[config.mk]
export PLATFORM = sky130hd
export DESIGN_NAME = inst_fetch_unit_flat
export DESIGN_NICKNAME = d
export VERILOG_FILES = /design/src/rtl/inst_fetch_unit_if.sv /design/src/rtl/inst_fetch_unit.sv /design/src/flat_wrapper.sv
export SDC_FILE = /design/constraint.sdc
export NUM_CORES = 1
export LEC_CHECK = 0
export BUFFER_PORTS_ARGS = -buffer_cell sky130_fd_sc_hd__buf_2
export CAP_MARGIN = 30
export CORE_MARGIN = 1.5
export CORE_UTILIZATION = 40
export CTS_CLUSTER_DIAMETER = 100
export DETAILED_ROUTE_END_ITERATION = 8
export GPL_TIMING_DRIVEN = 1
export PLACE_DENSITY_LB_ADDON = 0.2
export RECOVER_POWER = 100
export SETUP_SLACK_MARGIN = 0.1
export SLEW_MARGIN = 30
export SYNTH_ARGS = -nofsm -noshare
export SYNTH_HDL_FRONTEND = slang
export SYNTH_SLANG_ARGS = --single-unit
[constraint.sdc]
create_clock -name clk -period 2.1 [get_ports clk]
set_clock_uncertainty 0.05 [all_clocks]
set_input_delay 0 -clock clk [delete_from_list [all_inputs] [get_ports clk]]
set_output_delay 0 -clock clk [all_outputs]
set_load 0.005 [all_outputs]
[src/rtl/inst_fetch_unit_if.sv]
// Fetch-stage bus bundle: I-cache request/response, I-cache flush, decode handoff and control pulses.
// The master modport is the fetch unit's view; slave is the surrounding pipeline and I-cache.
interface inst_fetch_unit_if #(parameter int PC_W = 32);
  logic            ic_req_valid;
  logic            ic_req_ready;
  logic [PC_W-1:0] ic_req_addr;
  logic            ic_resp_valid;
  logic [31:0]     ic_resp_inst;
  logic            ic_flush;
  logic            ic_flush_done;
  logic            id_valid;
  logic [31:0]     id_inst;
  logic [PC_W-1:0] id_pc;
  logic            id_ready;
  logic            redirect_valid;
  logic [PC_W-1:0] redirect_pc;
  logic            flush_icache_req;
  logic            halt_req;
  logic            halted;

  modport master (
    output ic_req_valid, ic_req_addr, ic_flush, id_valid, id_inst, id_pc, halted,
    input  ic_req_ready, ic_resp_valid, ic_resp_inst, ic_flush_done, id_ready,
           redirect_valid, redirect_pc, flush_icache_req, halt_req
  );

  modport slave (
    input  ic_req_valid, ic_req_addr, ic_flush, id_valid, id_inst, id_pc, halted,
    output ic_req_ready, ic_resp_valid, ic_resp_inst, ic_flush_done, id_ready,
           redirect_valid, redirect_pc, flush_icache_req, halt_req
  );
endinterface

[src/rtl/inst_fetch_unit.sv]
// Instruction fetch: PC, single-outstanding I-cache requests, in-order word queue to decode,
// redirect / I-cache flush / halt handling. FETCH_PERF_CNT_EN adds perf_fetched / perf_stall counters.
//
// state          | meaning
// ST_RUN         | normal fetching
// ST_FLUSH_ISSUE | ic_flush pulse driven this cycle
// ST_FLUSH_WAIT  | waiting for ic_flush_done, no requests
// ST_HALTED      | fetch stopped until reset
module inst_fetch_unit #(
  parameter int              PC_W     = 32,
  parameter int              QDEPTH   = 2,
  parameter logic [PC_W-1:0] RESET_PC = '0
) (
  input  logic clk,
  input  logic rst_n,
  inst_fetch_unit_if.master bus
`ifdef FETCH_PERF_CNT_EN
  ,
  output logic [31:0] perf_fetched,
  output logic [31:0] perf_stall
`endif
);
  localparam int PTR_W = $clog2(QDEPTH);
  localparam int CNT_W = $clog2(QDEPTH) + 1;
  localparam logic [CNT_W-1:0] QCNT = CNT_W'(QDEPTH);

  localparam logic [1:0] ST_RUN         = 2'd0;
  localparam logic [1:0] ST_FLUSH_ISSUE = 2'd1;
  localparam logic [1:0] ST_FLUSH_WAIT  = 2'd2;
  localparam logic [1:0] ST_HALTED      = 2'd3;

  logic [1:0]       r_state;
  logic [PC_W-1:0]  r_fetch_pc;
  logic [PC_W-1:0]  r_resp_pc;
  logic             r_outstanding;
  logic             r_epoch;
  logic             r_tag;
  logic             r_stale;
  logic [31:0]      r_q_inst [QDEPTH];
  logic [PC_W-1:0]  r_q_pc   [QDEPTH];
  logic [PTR_W-1:0] r_rd_ptr;
  logic [PTR_W-1:0] r_wr_ptr;
  logic [CNT_W-1:0] r_count;

  logic w_run, w_halt, w_redirect, w_flush_go, w_clear;
  logic w_req_valid, w_accept, w_push, w_pop;
  logic w_unused_rpc;

  assign w_run       = (r_state == ST_RUN);
  assign w_halt      = bus.halt_req && (r_state != ST_HALTED);
  assign w_redirect  = bus.redirect_valid && (r_state != ST_HALTED) && !bus.halt_req;
  assign w_flush_go  = w_run && bus.flush_icache_req && !bus.halt_req;
  assign w_clear     = w_halt || w_redirect || w_flush_go;
  // a redirect cycle never issues, so the first request to the new target comes a cycle later
  assign w_req_valid = rst_n && w_run && !r_outstanding && (r_count < QCNT) && !bus.redirect_valid;
  assign w_accept    = w_req_valid && bus.ic_req_ready;
  // r_stale covers the case where two toggles bring the epoch back to the in-flight tag
  assign w_push      = bus.ic_resp_valid && r_outstanding && (r_tag == r_epoch) && !r_stale &&
                       (r_state != ST_HALTED) && !w_clear;
  assign w_pop       = (r_count != '0) && bus.id_ready;
  assign w_unused_rpc = ^bus.redirect_pc[1:0];

  assign bus.ic_req_valid = w_req_valid;
  assign bus.ic_req_addr  = r_fetch_pc;
  assign bus.ic_flush     = (r_state == ST_FLUSH_ISSUE);
  assign bus.id_valid     = (r_count != '0);
  assign bus.id_inst      = r_q_inst[r_rd_ptr];
  assign bus.id_pc        = r_q_pc[r_rd_ptr];
  assign bus.halted       = (r_state == ST_HALTED);

  always_ff @(posedge clk or negedge rst_n) begin
    if (!rst_n) begin
      r_state       <= ST_RUN;
      r_fetch_pc    <= RESET_PC;
      r_resp_pc     <= RESET_PC;
      r_outstanding <= 1'b0;
      r_epoch       <= 1'b0;
      r_tag         <= 1'b0;
      r_stale       <= 1'b0;
      r_rd_ptr      <= '0;
      r_wr_ptr      <= '0;
      r_count       <= '0;
      for (int i = 0; i < QDEPTH; i++) begin
        r_q_inst[i] <= '0;
        r_q_pc[i]   <= RESET_PC;
      end
    end else begin
      if (bus.ic_resp_valid) r_outstanding <= 1'b0;
      if (w_accept) begin
        r_outstanding <= 1'b1;
        r_tag         <= r_epoch;
        r_resp_pc     <= r_fetch_pc;
        r_stale       <= w_redirect || w_flush_go;
      end else if (w_redirect || w_flush_go) begin
        r_stale <= 1'b1;
      end

      // a flush holds the PC, so a request accepted in that cycle does not advance it
      if (w_redirect)                    r_fetch_pc <= {bus.redirect_pc[PC_W-1:2], 2'b00};
      else if (w_accept && !w_flush_go)  r_fetch_pc <= r_fetch_pc + PC_W'(4);

      if (w_redirect || w_flush_go) r_epoch <= ~r_epoch;

      if (w_clear) begin
        r_count  <= '0;
        r_rd_ptr <= '0;
        r_wr_ptr <= '0;
      end else begin
        if (w_push) begin
          r_q_inst[r_wr_ptr] <= bus.ic_resp_inst;
          r_q_pc[r_wr_ptr]   <= r_resp_pc;
          r_wr_ptr           <= r_wr_ptr + PTR_W'(1);
        end
        if (w_pop) r_rd_ptr <= r_rd_ptr + PTR_W'(1);
        r_count <= r_count + CNT_W'(w_push) - CNT_W'(w_pop);
      end

      if (w_halt) r_state <= ST_HALTED;
      else begin
        case (r_state)
          ST_RUN:         if (bus.flush_icache_req) r_state <= ST_FLUSH_ISSUE;
          ST_FLUSH_ISSUE: r_state <= ST_FLUSH_WAIT;
          ST_FLUSH_WAIT:  if (bus.ic_flush_done) r_state <= ST_RUN;
          default:        r_state <= ST_HALTED;
        endcase
      end
    end
  end

`ifdef FETCH_PERF_CNT_EN
  logic [31:0] r_perf_fetched;
  logic [31:0] r_perf_stall;

  always_ff @(posedge clk or negedge rst_n) begin
    if (!rst_n) begin
      r_perf_fetched <= '0;
      r_perf_stall   <= '0;
    end else begin
      if (w_push && (r_perf_fetched != '1)) r_perf_fetched <= r_perf_fetched + 32'd1;
      if (w_run && (r_count == '0) && (r_perf_stall != '1)) r_perf_stall <= r_perf_stall + 32'd1;
    end
  end

  assign perf_fetched = r_perf_fetched;
  assign perf_stall   = r_perf_stall;
`endif

  a_resp_has_req: assert property (@(posedge clk) disable iff (!rst_n) bus.ic_resp_valid |-> r_outstanding);

endmodule
[src/flat_wrapper.sv]
// flat-port wrapper written by rule: the top's interface ports become plain ports
module inst_fetch_unit_flat 
#(
  parameter int              PC_W     = 32,
  parameter int              QDEPTH   = 2,
  parameter logic [PC_W-1:0] RESET_PC = '0
)
  (clk, rst_n, bus_ic_req_valid, bus_ic_req_addr, bus_ic_flush, bus_id_valid, bus_id_inst, bus_id_pc, bus_halted, bus_ic_req_ready, bus_ic_resp_valid, bus_ic_resp_inst, bus_ic_flush_done, bus_id_ready, bus_redirect_valid, bus_redirect_pc, bus_flush_icache_req, bus_halt_req);
  inst_fetch_unit_if #(.PC_W(PC_W)) bus_i ();
  input  logic clk;
  input  logic rst_n;
  output wire logic [$bits(bus_i.ic_req_valid)-1:0] bus_ic_req_valid;
  output wire logic [$bits(bus_i.ic_req_addr)-1:0] bus_ic_req_addr;
  output wire logic [$bits(bus_i.ic_flush)-1:0] bus_ic_flush;
  output wire logic [$bits(bus_i.id_valid)-1:0] bus_id_valid;
  output wire logic [$bits(bus_i.id_inst)-1:0] bus_id_inst;
  output wire logic [$bits(bus_i.id_pc)-1:0] bus_id_pc;
  output wire logic [$bits(bus_i.halted)-1:0] bus_halted;
  input wire logic [$bits(bus_i.ic_req_ready)-1:0] bus_ic_req_ready;
  input wire logic [$bits(bus_i.ic_resp_valid)-1:0] bus_ic_resp_valid;
  input wire logic [$bits(bus_i.ic_resp_inst)-1:0] bus_ic_resp_inst;
  input wire logic [$bits(bus_i.ic_flush_done)-1:0] bus_ic_flush_done;
  input wire logic [$bits(bus_i.id_ready)-1:0] bus_id_ready;
  input wire logic [$bits(bus_i.redirect_valid)-1:0] bus_redirect_valid;
  input wire logic [$bits(bus_i.redirect_pc)-1:0] bus_redirect_pc;
  input wire logic [$bits(bus_i.flush_icache_req)-1:0] bus_flush_icache_req;
  input wire logic [$bits(bus_i.halt_req)-1:0] bus_halt_req;
  assign bus_ic_req_valid = bus_i.ic_req_valid;
  assign bus_ic_req_addr = bus_i.ic_req_addr;
  assign bus_ic_flush = bus_i.ic_flush;
  assign bus_id_valid = bus_i.id_valid;
  assign bus_id_inst = bus_i.id_inst;
  assign bus_id_pc = bus_i.id_pc;
  assign bus_halted = bus_i.halted;
  assign bus_i.ic_req_ready = bus_ic_req_ready;
  assign bus_i.ic_resp_valid = bus_ic_resp_valid;
  assign bus_i.ic_resp_inst = bus_ic_resp_inst;
  assign bus_i.ic_flush_done = bus_ic_flush_done;
  assign bus_i.id_ready = bus_id_ready;
  assign bus_i.redirect_valid = bus_redirect_valid;
  assign bus_i.redirect_pc = bus_redirect_pc;
  assign bus_i.flush_icache_req = bus_flush_icache_req;
  assign bus_i.halt_req = bus_halt_req;
  inst_fetch_unit #(.PC_W(PC_W), .QDEPTH(QDEPTH), .RESET_PC(RESET_PC)) u_core (.clk(clk), .rst_n(rst_n), .bus(bus_i));
endmodule
==> run_results.csv, run 1 <==
group,metric,value,unit
route,vias,6549,
outcome,status,"finished, violations left",
route,drt_iter0_drc,372,
grt,grt_max_degree,195,
grt,grt_overflow,0,
sta,hold_viol_final,1,
route,vias_per_cell,5.22,
final_layout,syn_to_final_growth,42.3,%
route,wl_per_cell,19.5,microns
run,max-cap-violations,0,
floorplan,start_util,41.2,%
floorplan,die_y,151,microns
synthesis,synth_cell_types,40,
cts,numCtsBuffers,17,
power,p_per_area,907,nW/um^2
synthesis,ys_seq_area_share,55.3,%
final_layout,drive_gt1_share,52.3,%
synthesis,yosys_most_used_dff,"dfrtp_1",
place,dp_hpwl,14.3,mm
route,wl,24.4,mm
final_layout,n_fill_cell,1716,
outcome,violations,"negative hold slack",
floorplan,core_area,21300,sq um
cts,cts_tree,"built",
synthesis,avgSynthCellArea,13.1,sq um
worst_setup_path,path_cells,"inv_2, ha_4, and4b_2, nand3_4, buf_8, nor3_1, xnor2_1, o21ai_0",
synthesis,synth.most_common_cell,"mux2_2",
hold_path,worstHoldEndpoint,"u_core.r_state[1]",
worst_setup_path,endpoint_kind,"register",
sta,max_slew_margin,33.2,%
worst_setup_path,critical_path_class,"reg -> reg",
route,ant_nets,0,
cts,cts_num_sinks,194,
place,place_congestion,0.810,
power,p_leak,6.24,nW
worst_setup_path,startpoint_type,"register",
worst_setup_path,worstReg2RegEnd,"u_core.bus.ic_req_addr[10]",
final_layout,multi_input_area,4210,sq um
final_layout,num-nets-final,1048,
sta,period_share,99.9,%
sta,rsz0062_at_grt,"yes",
hold_path,hp-start,"bus_flush_icache_req",
route,drc,0,
synthesis,synth_area,8770,sq um
synthesis,synthCells,669,
worst_setup_path,ff2ff_setup_slack,0.001,ns
worst_setup_path,critPathRequiredTime,2.38,ns
synthesis,synth_top_area_share,55.3,%
cts,clk_transition_reported_paths,0.07,ns
synthesis,synth-warning-count,0,
worst_setup_path,worstPathArrival,2.38,ns
grt,grt_usage,20.7,%
place,dpl-instance-area,10200,sq um
synthesis,synth_commonest_cells,"mux2_2 (214), dfrtp_1 (194), nand2_1 (44), o21ai_0 (27), xnor2_1 (25)",
grt,grt_pass1_vias,6792,
worst_setup_path,regToRegStartpoint,"u_core.r_state[0]",
final_layout,final_area,12500,sq um
synthesis,synth_enable_flop_cells,0,
place,port_buffers,166,
grt,antenna_found_initial,0,
sta,period_needed,2.10,ns
cts,clock_latency,0.44,ns
synthesis,synth_area_leaders,"dfrtp_1 (55%), mux2_2 (27%), xnor2_1 (2.5%)",
synthesis,yosysTopAreaCell,"dfrtp_1",
sta,clock.fmax,0.476,GHz
cts,clockBufferDepth,2,
floorplan,rows,53,
synthesis,ys_ff_latch,194,
cts,cts.root.buffer_cell,"clkbuf_16",
floorplan,die_w,151,microns
sta,holdWs,-0.0221,ns
grt,grt_pass1_wl,35.9,mm
sta,tightestPinTransition,1.00,ns
worst_setup_path,slowest_delay,0.46,ns
sta,setup_violations,0,
sta,setup_ws,0.00129,ns
hold_path,min_path_type,"in -> reg",
place,dp_slack,-0.129,ns
floorplan,io_pins,173,
worst_setup_path,crit_fanout,8,
cts,cts_htree_levels,4,
power,peakVddDrop,0.545,mV
hold_path,min_path_cells,4,
sta,slew_violations,0,
final_layout,num_antenna_cells,0,
synthesis,async_flop_share,100,%
worst_setup_path,worstRegToRegCells,8,
worst_setup_path,worst_path_max_delay_cell,"dfrtp_2",
final_layout,regArea,4860,sq um
route,dr.pass1.iters,5,
floorplan,dieArea,22800,sq um
[state kept, by name, indices dropped and copies added, names as in the netlist]
| name | flops |
|---|---|
| u_core.r_outstanding | 1 |
| u_core.r_stale | 1 |
| u_core.r_tag | 1 |
| u_core.r_q_pc | 60 |
| u_core.bus.ic_req_addr | 30 |
| u_core.r_wr_ptr | 1 |
| u_core.r_epoch | 1 |
| u_core.r_count | 2 |
| u_core.r_resp_pc | 30 |
| u_core.r_state | 2 |
| u_core.r_q_inst | 64 |
| u_core.r_rd_ptr | 1 |
[worst max-delay path, delay by kind of cell, from the launching register on]
kind            cells  cell delay [ns]
xor+xnor            1             0.13
buf+inv             2             0.30
fa+ha+maj           1             0.15
compound gates      1             0.26
flops               1             0.46
simple gates        3             0.64
[layout by cell type (no fill, tap or decap), drive strengths merged, types with 4 or more instances in the layout]
cell,instances
mux2,214
buf,212
dfrtp,194
dlygate4sd3,70
clkbuf,52
nand2,45
o21ai,27
xnor2,25
nor2,17
nor3,16
inv,15
nand3,13
and3,9
nor4,8
ha,7
nand4,6
xor2,5
a21oi,5
conb,4
and4,4
[kinds of logic (layout without fill, tap and decap cells)]
logic type / Yosys count / count (layout) / share of synthesized area, %
adders and majority gates: 7 / 7 / 0.998
DFF: 194 / 194 / 55.3
AOI/OAI and AO/OA: 43 / 43 / 2.75
other: 1 / 4 / 0.0427
xor gates and xnor gates: 30 / 30 / 3.00
and+or+nand+nor: 131 / 132 / 7.70
muxes: 214 / 214 / 27.5
buffers and inverters: 49 / 356 / 2.70
[what timing repair did]
item                                    CTS  global route
gates cloned                              5             6
endpoints found under the setup margin  138           149
pin swaps                                10            19
resized for setup                        41            93
hold buffers                             70             1
endpoints found under the hold margin   294             1
buffers inserted                         14            13
[where the power goes]
group,leakage [nW],switching [W],internal (W)
logic,3.34,0.00159,0.00151
clock network,0.283,0.00145,0.00182
registers,2.61,0.000577,0.00437
total,6.24,0.00361,0.00770
[layer usage]
layer	GRT usage, %	wire length, microns	up-vias
met1	27.2	11000	3358
met3	4.73	1100	24
li1	-	-	2977
met2	34.2	12000	190
met5	0	0	-
met4	6.46	354	0
[metrics by stage]
step                      std cells  TNS, ns  total power [W]  util, %
after CTS                      1236        0           0.0113     56.0
final                          1255        0           0.0113     58.6
after floorplan                 672        0          0.00634        -
after detailed placement       1116   -11.56          0.00776     48.0
after global routing           1255    -3.17           0.0119     58.6
after global placement         1116   -0.674          0.00762     48.0
[worst max-delay path by stage]
stage / slack (ns) / cells after the start / startpoint / endpoint
after floorplan: 0.07 / 6 / u_core.r_state[0] / u_core.r_q_inst[32]
after global placement: -0.02 / 6 / u_core.r_state[0] / u_core.r_q_inst[44]
after detailed placement: -0.13 / 6 / u_core.r_state[0] / u_core.r_q_inst[53]
after CTS: 0.05 / 8 / u_core.r_state[0] / u_core.r_q_inst[43]
after global routing: -0.12 / 8 / u_core.r_state[0] / u_core.bus.ic_req_addr[10]
final: 0.001 / 8 / u_core.r_state[0] / u_core.bus.ic_req_addr[10]
[layout make-up]
class,instances,share of cell area (%)
Tap cell,275,2.76
Sequential cell,194,38.9
Clock inverter,11,1.00
Clock buffer,20,3.66
Timing Repair Buffer,314,19.6
Inverter,11,0.351
Multi-Input combinational cell,430,33.7
(Power assumes the default switching activity.)
==> inputs of run 2 (changes only) <==
Clock period 2.1 ns to 2.19 ns, I/O delays scaled along.
==> run_results.csv, run 2 (synthesis gave the netlist of run 1 again) <==
group,metric,value,unit
outcome,status,"completed",
power,p_leak,5.81,nW
power,combPwrFrac,25.0,%
sta,slew_violations,0,
route,dr.pass1.iters,5,
worst_setup_path,worstRegToRegCells,6,
place,place_inst,1104,
sta,clock.fmax,0.472,GHz
route,wl_per_cell,19.3,microns
route,wl,23.7,mm
route,drt_iter0_drc,321,
sta,setup_violations,0,
power,p_per_area,885,nW/um^2
hold_path,worstHoldEndpoint,"u_core.r_epoch",
power,clkPwrFrac,29.1,%
route,vias,6357,
place,port_buffers,166,
cts,cts_tree,"built",
grt,grt_usage,20.0,%
floorplan,die_w,151,microns
floorplan,core_area,21300,sq um
cts,clockBufferDepth,2,
cts,cts_htree_levels,4,
final_layout,stdcell_count,1228,
floorplan,start_util,41.2,%
floorplan,dieArea,22800,sq um
worst_setup_path,critPathRequiredTime,2.45,ns
worst_setup_path,ff2ff_setup_slack,0.07,ns
sta,max_slew_margin,10.5,%
grt,grt_overflow,0,
run,max-cap-violations,0,
hold_path,min_path_type,"in -> reg",
floorplan,rows,53,
final_layout,syn_to_final_growth,35.2,%
worst_setup_path,endpoint_kind,"register",
grt,grt_pass1_vias,6779,
power,power,0.0105,W
cts,cts.root.buffer_cell,"clkbuf_16",
cts,clock_latency,0.43,ns
worst_setup_path,crit_fanout,21,
final_layout,n_fill_cell,1737,
grt,grt_max_degree,125,
power,peakVddDrop,0.490,mV
place,place_congestion,0.795,
floorplan,die_y,151,microns
final_layout,largest_reg_flops,64,
worst_setup_path,regToRegStartpoint,"u_core.r_state[1]",
route,vias_per_cell,5.18,
final_layout,regMostFlops,"u_core.r_q_inst",
sta,hold_viol_final,0,
cts,cts_num_sinks,194,
final_layout,final_common_cell,"mux2_2",
final_layout,num-nets-final,1020,
sta,rsz0062_at_grt,"yes",
worst_setup_path,worstReg2RegEnd,"u_core.r_resp_pc[7]",
sta,period_needed,2.12,ns
worst_setup_path,critical_path_class,"reg -> reg",
cts,clk_transition_reported_paths,0.07,ns
power,p_switching,0.00333,W
final_layout,fin_util,55.7,%
worst_setup_path,cp-startpoint,"u_core.r_state[1]",
power,swShare,31.7,%
floorplan,io_pins,173,
final_layout,reg.largest.list,"u_core.r_q_inst x64, u_core.r_q_pc x60",
final_layout,drive_gt1_share,46.3,%
grt,antenna_found_initial,0,
final_layout,num_antenna_cells,0,
cts,numCtsBuffers,17,
sta,tightestPinTransition,1.34,ns
power,p_seq_share,45.8,%
place,dp_hpwl,14.1,mm
hold_path,min_path_cells,4,
sta,period_share,96.8,%
worst_setup_path,startpoint_type,"register",
worst_setup_path,worstPathArrival,2.38,ns
final_layout,layout_common_cells,"mux2_2 (200), dfrtp_1 (192), buf_2 (123)",
grt,grt_pass1_wl,34.8,mm
power,p_int,0.00717,W
route,ant_nets,0,
route,drc,0,
hold_path,hp-start,"bus_flush_icache_req",
## run 2: changes by cell type in the layout (fill, tap and decap cells not counted), moves of 10 or more
| cell | change |
|---|---|
| buf_12 | -11 |
| buf_2 | -33 |
| buf_4 | -10 |
| clkbuf_1 | +28 |
| mux2_2 | +32 |
| mux2_4 | -33 |
## run 2: power by group through the flow
stage,Clock (W),Sequential (W),Combinational [W]
finish,0.00306,0.00481,0.00263
global route,0.00330,0.00491,0.00289
CTS,0.00314,0.00479,0.00263
detailed placement,0,0.00486,0.00244
global placement,0,0.00481,0.00238
floorplan,0,0.00476,0.00131
## run 2: stage by stage
stage          worst slack, ns  TNS (ns)  hold slack, ns  instance area, sq um
5_1_grt                0.00328         0          0.0469                 11900
3_3_place_gp            0.0426         0          -0.192                 10100
2_1_floorplan            0.145         0          -0.346                  8780
6_report                0.0706         0          0.0354                 11900
3_5_place_dp           -0.0564     -1.52          -0.191                 10100
4_1_cts                 0.0758         0         0.00571                 11500
## run 2: area by class of cell
type                            instances  area (sq um)  share of cell area, %
Sequential cell                       194          4860                   41.0
Multi-Input combinational cell        429          3920                   33.0
Timing Repair Buffer                  287          2120                   17.9
Inverter                               11          41.3                  0.348
Clock buffer                           22           474                   4.00
Tap cell                              275           344                   2.90
Clock inverter                         10          98.8                  0.834
## run 2: worst max path at each step
stage,endpoint,cells past startpoint
floorplan,u_core.r_q_inst[32],6
global placement,u_core.r_q_inst[42],6
detailed placement,u_core.r_q_inst[16],8
CTS,u_core.r_q_inst[16],8
global route,u_core.r_resp_pc[12],6
finish,u_core.r_resp_pc[7],6
## run 2: timing repair
item | 4_1_cts | 5_1_grt
gates cloned | 2 | 10
setup endpoints to repair | 134 | 140
resized for setup | 15 | 45
pin swaps | 4 | 6
endpoints found under the hold margin | 294 | 0
buffers inserted | 4 | 6
hold buffers | 70 | 0
## run 2: metal layers
metal | GRT usage [%] | vias to the layer above | part of all wire [%]
met5 | 0 | - | 0
met4 | 6.41 | 0 | 1.0
met3 | 4.22 | 23 | 4.2
met2 | 33.7 | 172 | 49
met1 | 25.7 | 3245 | 46
li1 | - | 2917 | -
## run 2: critical path, cell delays in order, from the launching register on
cell,delay [ns]
dfrtp_1,0.43
inv_2,0.09
ha_4,0.18
and4b_1,0.24
nand2_2,0.08
clkbuf_2,0.50
mux2_2,0.41
==> inputs of run 3 (changes only) <==
Settings changed: CAP_MARGIN 30 to 20, CELL_PAD_IN_SITES_DETAIL_PLACEMENT set to 2, CELL_PAD_IN_SITES_GLOBAL_PLACEMENT set to 2, CORE_MARGIN 1.5 to not set, CORE_UTILIZATION 40 to 37.
==> run_results.csv, run 3 (synthesis gave the netlist of run 1 again) <==
group,metric,value,unit
outcome,status,"finished, violations left",
outcome,violations,"negative setup slack",
power,power,0.0111,W
floorplan,core_area,22900,sq um
sta,hold_viol_final,0,
route,met2WireLength,17.5,mm
hold_path,hp-start,"bus_ic_req_ready",
sta,period_needed,2.29,ns
sta,rsz0062_at_grt,"yes",
route,wl_met3,1.28,mm
sta,max_slew_margin,30.3,%
sta,setup_violations,62,
cts,cts_num_sinks,194,
worst_setup_path,critPathRequiredTime,2.46,ns
power,p_switching,0.00377,W
cts,cts_htree_levels,4,
route,wl_per_cell,25.1,microns
worst_setup_path,path_cells,"ha_4, nor2_4, nand4_1, buf_4, nor3_4, buf_12, buf_12, clkbuf_16, mux2_4",
cts,cts_tree,"built",
sta,tightestPinTransition,1.05,ns
floorplan,start_util,38.3,%
grt,grt_overflow,0,
grt,grt_max_degree,176,
worst_setup_path,endpoint_kind,"register",
hold_path,min_path_type,"in -> reg",
place,place_congestion,0.765,
cts,cts.root.buffer_cell,"clkbuf_16",
power,p_int,0.00729,W
floorplan,die_w,156,microns
worst_setup_path,cp-startpoint,"u_core.r_state[0]",
route,highest_layer,"met4",
worst_setup_path,path_buf_inv,4,
cts,clock_latency,0.44,ns
final_layout,num-nets-final,1043,
hold_path,min_path_cells,4,
place,dp_slack,-0.0510,ns
power,p_leak,6.22,nW
worst_setup_path,worstReg2RegEnd,"u_core.r_q_inst[37]",
power,p_per_area,883,nW/um^2
worst_setup_path,worst_path_max_delay_cell,"dfrtp_2",
power,p_seq_share,44.5,%
route,vias_per_cell,5.20,
floorplan,die_y,156,microns
floorplan,rows,55,
place,dp_hpwl,16.9,mm
final_layout,largest_reg_flops,64,
final_layout,num_antenna_cells,0,
route,drt_iter0_drc,272,
route,drc,0,
final_layout,syn_to_final_growth,42.9,%
grt,antenna_found_initial,0,
final_layout,final_common_cell,"dfrtp_1",
sta,setup_ws,-0.0999,ns
worst_setup_path,slowest_delay,0.45,ns
route,dr.pass1.iters,6,
cts,numCtsBuffers,17,
worst_setup_path,startpoint_type,"register",
hold_path,worstHoldEndpoint,"u_core.r_outstanding",
power,peakVddDrop,0.537,mV
sta,period_share,105,%
final_layout,n_fill_cell,2172,
final_layout,layout_common_cells,"dfrtp_1 (191), buf_2 (153), mux2_2 (140)",
grt,grt_pass1_vias,7582,
run,max-cap-violations,0,
cts,clk_transition_reported_paths,0.07,ns
worst_setup_path,cpMostUsedCell,"buf_12",
grt,grt_usage,24.5,%
final_layout,regMostFlops,"u_core.r_q_inst",
route,drt-met1-wl,13.0,mm
power,clkPwrFrac,27.7,%
worst_setup_path,regToRegStartpoint,"u_core.r_state[0]",
worst_setup_path,crit_fanout,7,
sta,slew_violations,0,
floorplan,io_pins,173,
floorplan,dieArea,24300,sq um
route,wl,32.3,mm
route,ant_nets,0,
power,combPwrFrac,27.8,%
worst_setup_path,worstPathArrival,2.56,ns
place,port_buffers,166,
final_layout,drive_gt1_share,50.5,%
power,swShare,34.1,%
worst_setup_path,worstRegToRegCells,9,
route,vias,6697,
worst_setup_path,ff2ff_setup_slack,-0.1,ns
final_layout,reg.largest.list,"u_core.r_q_inst x64, u_core.r_q_pc x60",
sta,clock.fmax,0.437,GHz
grt,grt_pass1_wl,44.6,mm
cts,clockBufferDepth,2,
worst_setup_path,critical_path_class,"reg -> reg",
worst_setup_path,critical_path.top_delay_family,"buffers and inverters",
-- run 3: worst max-delay path by stage --
stage               slack (ns)                         end  depth (start not counted)
detailed placement       -0.05         u_core.r_q_inst[55]                          7
global route             -0.13         u_core.r_q_inst[37]                          9
global placement          0.07         u_core.r_q_inst[54]                          7
CTS                       0.04  u_core.bus.ic_req_addr[30]                          8
finish                    -0.1         u_core.r_q_inst[37]                          9
floorplan                 0.15         u_core.r_q_inst[32]                          6
-- run 3: tightest hold or removal path, delay by kind of cell --
kind / cells / cell delay (ns)
buffers and inverters: 2 / 0.32
AOI/OAI and AO/OA: 1 / 0.11
and+or+nand+nor: 1 / 0.07
-- run 3: power groups by stage --
stage          registers, W  logic [W]  clock network (W)
3_5_place_dp        0.00493    0.00254                  0
2_1_floorplan       0.00476    0.00131                  0
3_3_place_gp        0.00485    0.00239                  0
5_1_grt             0.00501    0.00333            0.00322
4_1_cts             0.00489    0.00291            0.00307
6_report            0.00493    0.00308            0.00306
-- run 3: through the flow --
| step | utilization, % | cells | hold WS, ns | instance area [sq um] | setup TNS (ns) |
|---|---|---|---|---|---|
| after floorplan | - | 672 | -0.346 | 8780 | 0 |
| after global placement | 44.6 | 1147 | -0.164 | 10200 | 0 |
| after detailed placement | 44.6 | 1147 | -0.162 | 10200 | -2.06 |
| after CTS | 52.4 | 1270 | 0.0388 | 12000 | 0 |
| after global routing | 54.7 | 1287 | 0.0818 | 12500 | -6.54 |
| final | 54.7 | 1287 | 0.0619 | 12500 | -4.22 |
-- run 3: cell type report --
class | count | area [sq um] | share of cell area (%)
Clock buffer | 19 | 443 | 3.53
Clock inverter | 11 | 108 | 0.858
Inverter | 11 | 41.3 | 0.329
Multi-Input combinational cell | 429 | 4200 | 33.5
Sequential cell | 194 | 4860 | 38.8
Tap cell | 313 | 392 | 3.12
Timing Repair Buffer | 310 | 2490 | 19.8
-- run 3: timing repair --
item | CTS | global route
hold endpoints to repair | 177 | 0
buffers inserted | 15 | 11
setup endpoints to repair | 138 | 148
hold buffers | 71 | 0
gates resized for setup | 49 | 85
gates cloned | 7 | 7
pin swaps | 7 | 7
-- run 3: per-layer routing --
metal | track usage [%] | vias up
met3 | 4.64 | 35
met1 | 28.7 | 3538
met5 | 0 | -
met4 | 5.51 | 0
li1 | - | 2955
met2 | 45.8 | 169
